[src/rtl/pmem_arb_pkg.sv]
// Shared types for the I/D-cache physical-memory arbiter.
// Latency: n/a (types and constants only).
// Backpressure: n/a.
package pmem_arb_pkg;

  // Arbiter FSM states: idle, or one transaction in flight per client.
  typedef enum logic [1:0] {
    IDLE   = 2'd0,
    BUSY_D = 2'd1,
    BUSY_I = 2'd2
  } arb_state_t;

  // Which client the idle-state arbitration selected this cycle.
  typedef enum logic [1:0] {
    CLI_NONE = 2'd0,
    CLI_D    = 2'd1,
    CLI_I    = 2'd2
  } client_t;

  // Starvation counter width; holds STARVE_LIMIT values 1..15.
  localparam int STARVE_W = 4;

endpackage : pmem_arb_pkg

[src/rtl/pmem_arbiter_fair.sv]
// Two-client (D-cache priority, I-cache anti-starvation) arbiter onto one cacheline memory port.
// Latency: memory strobe one cycle after a request is seen in IDLE; client resp is same-cycle with pmem_resp_m.
// Backpressure: a client holds its request until its resp pulse; requests seen while BUSY wait for IDLE.
//
// Ports:
//   clk, rst                        clock, async active-low reset
//   pmem_*_c_d                      D-cache request (read/write, address, wdata) and resp/rdata
//   pmem_*_c_i                      I-cache request (read, address) and resp/rdata
//   pmem_*_m                        registered memory request, memory resp/rdata
//   gnt_d, gnt_i                    which client owns the in-flight transaction
module pmem_arbiter_fair
  import pmem_arb_pkg::*;
#(
  parameter int ADDR_W       = 32,
  parameter int LINE_W       = 256,
  parameter int STARVE_LIMIT = 4
) (
  input  logic              clk,
  input  logic              rst,

  input  logic [ADDR_W-1:0] pmem_address_c_d,
  input  logic [LINE_W-1:0] pmem_wdata_c_d,
  input  logic              pmem_read_c_d,
  input  logic              pmem_write_c_d,
  output logic              pmem_resp_c_d,
  output logic [LINE_W-1:0] pmem_rdata_c_d,

  input  logic              pmem_read_c_i,
  input  logic [ADDR_W-1:0] pmem_address_c_i,
  output logic              pmem_resp_c_i,
  output logic [LINE_W-1:0] pmem_rdata_c_i,

  input  logic              pmem_resp_m,
  input  logic [LINE_W-1:0] pmem_rdata_m,
  output logic [ADDR_W-1:0] pmem_address_m,
  output logic [LINE_W-1:0] pmem_wdata_m,
  output logic              pmem_read_m,
  output logic              pmem_write_m,

  output logic              gnt_d,
  output logic              gnt_i
);

  localparam logic [STARVE_W-1:0] STARVE_MAX = STARVE_W'(STARVE_LIMIT);

  arb_state_t          state_q, state_d;
  logic [STARVE_W-1:0] starve_q, starve_d;
  logic [ADDR_W-1:0]   addr_q, addr_d;
  logic [LINE_W-1:0]   wdata_q, wdata_d;
  logic                read_q, read_d;
  logic                write_q, write_d;

  client_t winner;
  logic    d_req;
  logic    i_req;

  assign d_req = pmem_read_c_d | pmem_write_c_d;
  assign i_req = pmem_read_c_i;

  // State and latched memory request.
  always_ff @(posedge clk or negedge rst) begin
    if (!rst) begin
      state_q  <= IDLE;
      starve_q <= '0;
      addr_q   <= '0;
      wdata_q  <= '0;
      read_q   <= 1'b0;
      write_q  <= 1'b0;
    end else begin
      state_q  <= state_d;
      starve_q <= starve_d;
      addr_q   <= addr_d;
      wdata_q  <= wdata_d;
      read_q   <= read_d;
      write_q  <= write_d;
    end
  end

  // Arbitration and next-state.
  always_comb begin
    state_d  = state_q;
    starve_d = starve_q;
    addr_d   = addr_q;
    wdata_d  = wdata_q;
    read_d   = read_q;
    write_d  = write_q;
    winner   = CLI_NONE;

    case (state_q)
      IDLE: begin
        // A starved I-cache beats the default D-cache priority.
        if (i_req && (starve_q == STARVE_MAX)) begin
          winner = CLI_I;
        end else if (d_req) begin
          winner = CLI_D;
        end else if (i_req) begin
          winner = CLI_I;
        end

        case (winner)
          CLI_D: begin
            state_d = BUSY_D;
            addr_d  = pmem_address_c_d;
            wdata_d = pmem_wdata_c_d;
            // Read+write together is illegal; the write wins so dirty data is never lost.
            write_d = pmem_write_c_d;
            read_d  = pmem_read_c_d & ~pmem_write_c_d;
            if (i_req) begin
              starve_d = (starve_q == STARVE_MAX) ? starve_q : starve_q + 1'b1;
            end else begin
              starve_d = '0;
            end
          end
          CLI_I: begin
            state_d  = BUSY_I;
            addr_d   = pmem_address_c_i;
            wdata_d  = '0;
            read_d   = 1'b1;
            write_d  = 1'b0;
            starve_d = '0;
          end
          default: begin
          end
        endcase
      end

      BUSY_D, BUSY_I: begin
        // Address and data stay latched after completion; only the strobes drop.
        if (pmem_resp_m) begin
          state_d = IDLE;
          read_d  = 1'b0;
          write_d = 1'b0;
        end
      end

      default: begin
        state_d = IDLE;
        read_d  = 1'b0;
        write_d = 1'b0;
      end
    endcase
  end

  assign pmem_address_m = addr_q;
  assign pmem_wdata_m   = wdata_q;
  assign pmem_read_m    = read_q;
  assign pmem_write_m   = write_q;

  assign gnt_d = (state_q == BUSY_D);
  assign gnt_i = (state_q == BUSY_I);

  // Completion is passed straight through to the owning client only; the other sees zeros.
  assign pmem_resp_c_d  = gnt_d & pmem_resp_m;
  assign pmem_resp_c_i  = gnt_i & pmem_resp_m;
  assign pmem_rdata_c_d = pmem_resp_c_d ? pmem_rdata_m : '0;
  assign pmem_rdata_c_i = pmem_resp_c_i ? pmem_rdata_m : '0;

`ifndef SYNTHESIS
  a_strobe_excl : assert property (@(posedge clk) disable iff (!rst)
    !(pmem_read_m && pmem_write_m));

  a_gnt_onehot : assert property (@(posedge clk) disable iff (!rst)
    !(gnt_d && gnt_i));

  // Client protocol violation: reported but not fatal, the write is issued.
  a_d_rw_excl : assert property (@(posedge clk) disable iff (!rst)
    !(pmem_read_c_d && pmem_write_c_d))
    else $warning("pmem_arbiter_fair: D-cache read and write asserted together");
`endif

endmodule : pmem_arbiter_fair
[config.mk]
export PLATFORM = sky130hd
export DESIGN_NAME = pmem_arbiter_fair
export DESIGN_NICKNAME = d
export VERILOG_FILES = /design/src/rtl/pmem_arb_pkg.sv /design/src/rtl/pmem_arbiter_fair.sv
export SDC_FILE = /design/constraint.sdc
export NUM_CORES = 1
export LEC_CHECK = 0
export ABC_AREA = 1
export CORE_AREA = 2 2 548 550
export CTS_BUF_LIST = sky130_fd_sc_hd__clkbuf_2 sky130_fd_sc_hd__clkbuf_4 sky130_fd_sc_hd__clkbuf_8
export DETAILED_ROUTE_END_ITERATION = 6
export DIE_AREA = 0 0 550 552
export PLACE_DENSITY = 0.33
export SETUP_SLACK_MARGIN = 0.5
export SYNTH_ARGS = -nofsm -noshare
export SYNTH_HDL_FRONTEND = slang
export SYNTH_SLANG_ARGS = --single-unit
[constraint.sdc]
create_clock -name clk -period 1.6 [get_ports clk]
set_input_delay 0.16 -clock clk [delete_from_list [all_inputs] [get_ports clk]]
set_output_delay 0.16 -clock clk [all_outputs]
set_load 0.01 [all_outputs]
==> impl_results.md <==
- CP max stage cell: clkdlybuf4s50_1
- Average routed wire per standard cell: about 24 um
- Seq/Total Area, Yosys: a little under half
- Syn Std Cell Area: about 0.015 sq mm
- GP Congestion: ~0.9
- Worst R2R Setup Slack: -0.53 ns
- GRT overflow: 0
- Port Buffers: between 1k and 1.5k
- Number of max-cap violations: 0
- Pin count of the biggest net entering global routing: 55
- Final Hold Fails: 0
- Post-synth top area cell: dfrtp_1
- Total clock sinks: between 200 and 300
- Hold Crit Class: primary input to flop
- Die W: approximately 550 um
- 1st-iter DRT viols: 1171
- Max stage delay on crit path: about 0.54 ns
- Antenna violations before repair: roughly 120
- CP Launch Type: flop
- RSZ-0062 raised after global routing: true
- CP Capture Type: primary output
- Vias per cell: ~2.8
- Dpl hpwl: roughly 170 mm
- Switching share of total power: a little under half
- Die area: 0.3036 sq mm
- Register area: roughly 0.0074 sq mm
- Core Rows: 201
- Net load switching power: roughly 25000 uW
- Worst EP required: roughly 1.4 ns
- # DRC: 0
- Max-Slew Margin vs Limit: between 30% and 40%
- Tmin final: about 2.9 ns
- VDD IR max: about 0.70 mV
- Area of the multi-input gates: 0.006730 sq mm
- Final ANT Viol Nets: 0
- Yosys synthesis warning count: 0
- CP Cell Sequence: inv_2, ha_4, nand2_4, buf_16, buf_6, buf_4, nor2_2, clkdlybuf4s50_1
- Clock Power Share: between 15 and 20%
- FF+latch count, synth: just under 300
- Fin crit share: 179.5%
- Worst hold slack: 0.1186 ns
- Initial core utilization: 5.196%
- Via count: roughly 23k
- Slew Viols, Final: 0
- WL final: 194.6 mm
- Fmax: 348.3 MHz
- CTS Buf Count: 67
- Aggregate global-route resource usage: approximately an eighth
- Worst-case clock buffer depth: 3
- Vias in the first global route: about 23k
- Worst-path fanout max: 29
- P_leak: ~0.019 uW
- P_int: between 30000 and 40000 uW
- Power Density: around 1400 mW/mm^2
- WP buf/inv: 5
- Placed Instances: 7702
- Fill cells: ~35k
- Core footprint: between 0.2 and 0.3 sq mm
- Worst-Margin Slew: about 0.96 ns
- Num ports: 1388
- Final Net Count: between 4k and 5k
- Post-synth cell types: 19
- Syn avg cell area: ~6.8 sq um
- Chip height: between 500 and 600 um
- DRT Pass-1 Iters: 7
- Critical path type: flop to primary output
- Final setup viols: around 1.0k
- Synth Instances: 2278
- H-tree depth: 3
- Net Count, Synth: 2865
- Area Growth Syn to Fin: 159.9%
- CTS tree: built
- Clk_skew: ~0.047 ns
- Violated checks: setup timing
- Outcome: finished with violations
- Sequential share of power: 24.6%
- Combinational Power Share: between 50 and 60%
- Crit path arrival time: 2.71 ns
- Synth area leaders: dfrtp_1 (48%), nand2_1 (14%), nor2_1 (13%)
- Yosys top cell area share: 47.80%
- Clk_lat worst skew: between 0.7 and 0.8 ns
- Final WS setup: -1.271 ns
- Post-place setup slack: -0.7497 ns
- First-pass GRT wire length: ~240 mm
- Top delay family on crit path: buffers and inverters
- Clk root buf: clkbuf_8
- Final non-filler cell total: between 8k and 9k
- Worst-path clk slew: 0.06 ns
- Layout cell share with drive strength beyond 1: 18.84%
-- routing by layer --
metal  up-vias  global-route usage [%]  routed length (um)
li1      10330                       -                   -
met5         -                       0                 189
met4        28                   3.537                6657
met1     10700                   14.11               76910
met2      1400                   19.58               86040
met3       326                   6.567               24830
-- worst register-to-register path: stages, from the launching register on --
cell and delay, ns:
dfrtp_1 0.41, inv_2 0.09, buf_4 0.11, ha_1 0.19, a21boi_4 0.30, buf_12 0.20
buf_4 0.26, nand3_1 0.30, nand2_1 0.15
-- logic make-up (layout without fill, tap and decap cells) --
group | Yosys count | count (layout) | share of synthesized area, %
adder cells (fa/ha/maj) | 5 | 5 | 0.4037
buffers and inverters | 496 | 2284 | 12.82
XOR/XNOR | 1 | 1 | 0.05653
flip-flops | 296 | 296 | 47.80
other | 0 | 22 | 0
AND/OR/NAND/NOR | 1474 | 1474 | 38.67
AO/OA/AOI/OAI | 6 | 6 | 0.2502
-- timing repair --
action | 4_1_cts | 5_1_grt
endpoints found under the setup margin | 1102 | 1398
setup buffers | 3 | 8
resized for setup | 133 | 174
hold endpoints to repair | 480 | 0
hold buffers | 186 | 0
gates cloned | 6 | 4
-- power by group through the flow --
stage | clock [uW] | sequential, uW | combinational, uW
after floorplan | 0 | 14600 | 8530
after global placement | 0 | 13600 | 32000
after global routing | 10400 | 14000 | 34600
after detailed placement | 0 | 13500 | 31900
after CTS | 10200 | 13600 | 32600
final | 9600 | 13500 | 31900
-- final timing paths --
check,start,cells past startpoint,end
worst max-delay path,state_q[0],8,pmem_rdata_c_i[148]
worst min-delay path,pmem_wdata_c_d[157],3,pmem_wdata_m[157]
worst max register to register,state_q[1],8,pmem_wdata_m[234]
worst min register to register,pmem_wdata_m[17],2,pmem_wdata_m[17]
max in group asynchronous,rst,5,pmem_wdata_m[114]
min in group asynchronous,rst,3,pmem_wdata_m[200]
-- through the flow --
| stage | setup TNS (ns) | area [sq um] | util [%] | total power, uW |
|---|---|---|---|---|
| 2_1_floorplan | 0 | 16210 | - | 23160 |
| 3_3_place_gp | -374.74 | 36570 | 12.26 | 45600 |
| 3_5_place_dp | -371.52 | 36570 | 12.26 | 45460 |
| 4_1_cts | -820.69 | 40070 | 13.43 | 56420 |
| 5_1_grt | -819.38 | 40240 | 13.49 | 59060 |
| 6_report | -677.43 | 40270 | 13.50 | 55000 |
-- state kept, by name (all words and copies together) (netlist names) --
name / count
pmem_wdata_m: 256
pmem_address_m: 32
starve_q: 4
state_q: 2
pmem_read_m: 1
pmem_write_m: 1
-- final cells by class --
cell class / count / share of cell area, %
sequential: 296 / 18.39
tap: 3958 / 12.30
antenna: 22 / 0.1367
timing repair buffer: 1834 / 45.93
clock buffer: 96 / 2.955
inverter: 335 / 3.122
clock inverter: 19 / 0.4567
multi-input combinational: 1486 / 16.71
-- synthesized netlist by cell type --
library cell    n
buf_6           2
xnor2_1         1
nand4_1         3
nand2_2         2
nand2_1       594
nor2_1        517
nand3_1       358
o21ai_0         2
a21boi_2        1
buf_1           4
o22ai_1         2
clkbuf_1       69
o21ai_1         1
ha_1            5
buf_2          85
inv_1         334
dfrtp_1       296
inv_2           1
buf_4           1
-- layout by cell type, fill, tap and decap left out, drive strengths merged, types with 56 or more instances in the layout --
cell,synthesis,layout
clkdlybuf4s50,0,1122
nand2,596,596
clkbuf,69,119
dlygate4sd2,0,56
dlygate4sd3,0,186
nor2,517,517
buf,92,391
inv,335,339
dfrtp,296,296
nand3,358,358
No activity file was read; power rests on OpenSTA's default activity.
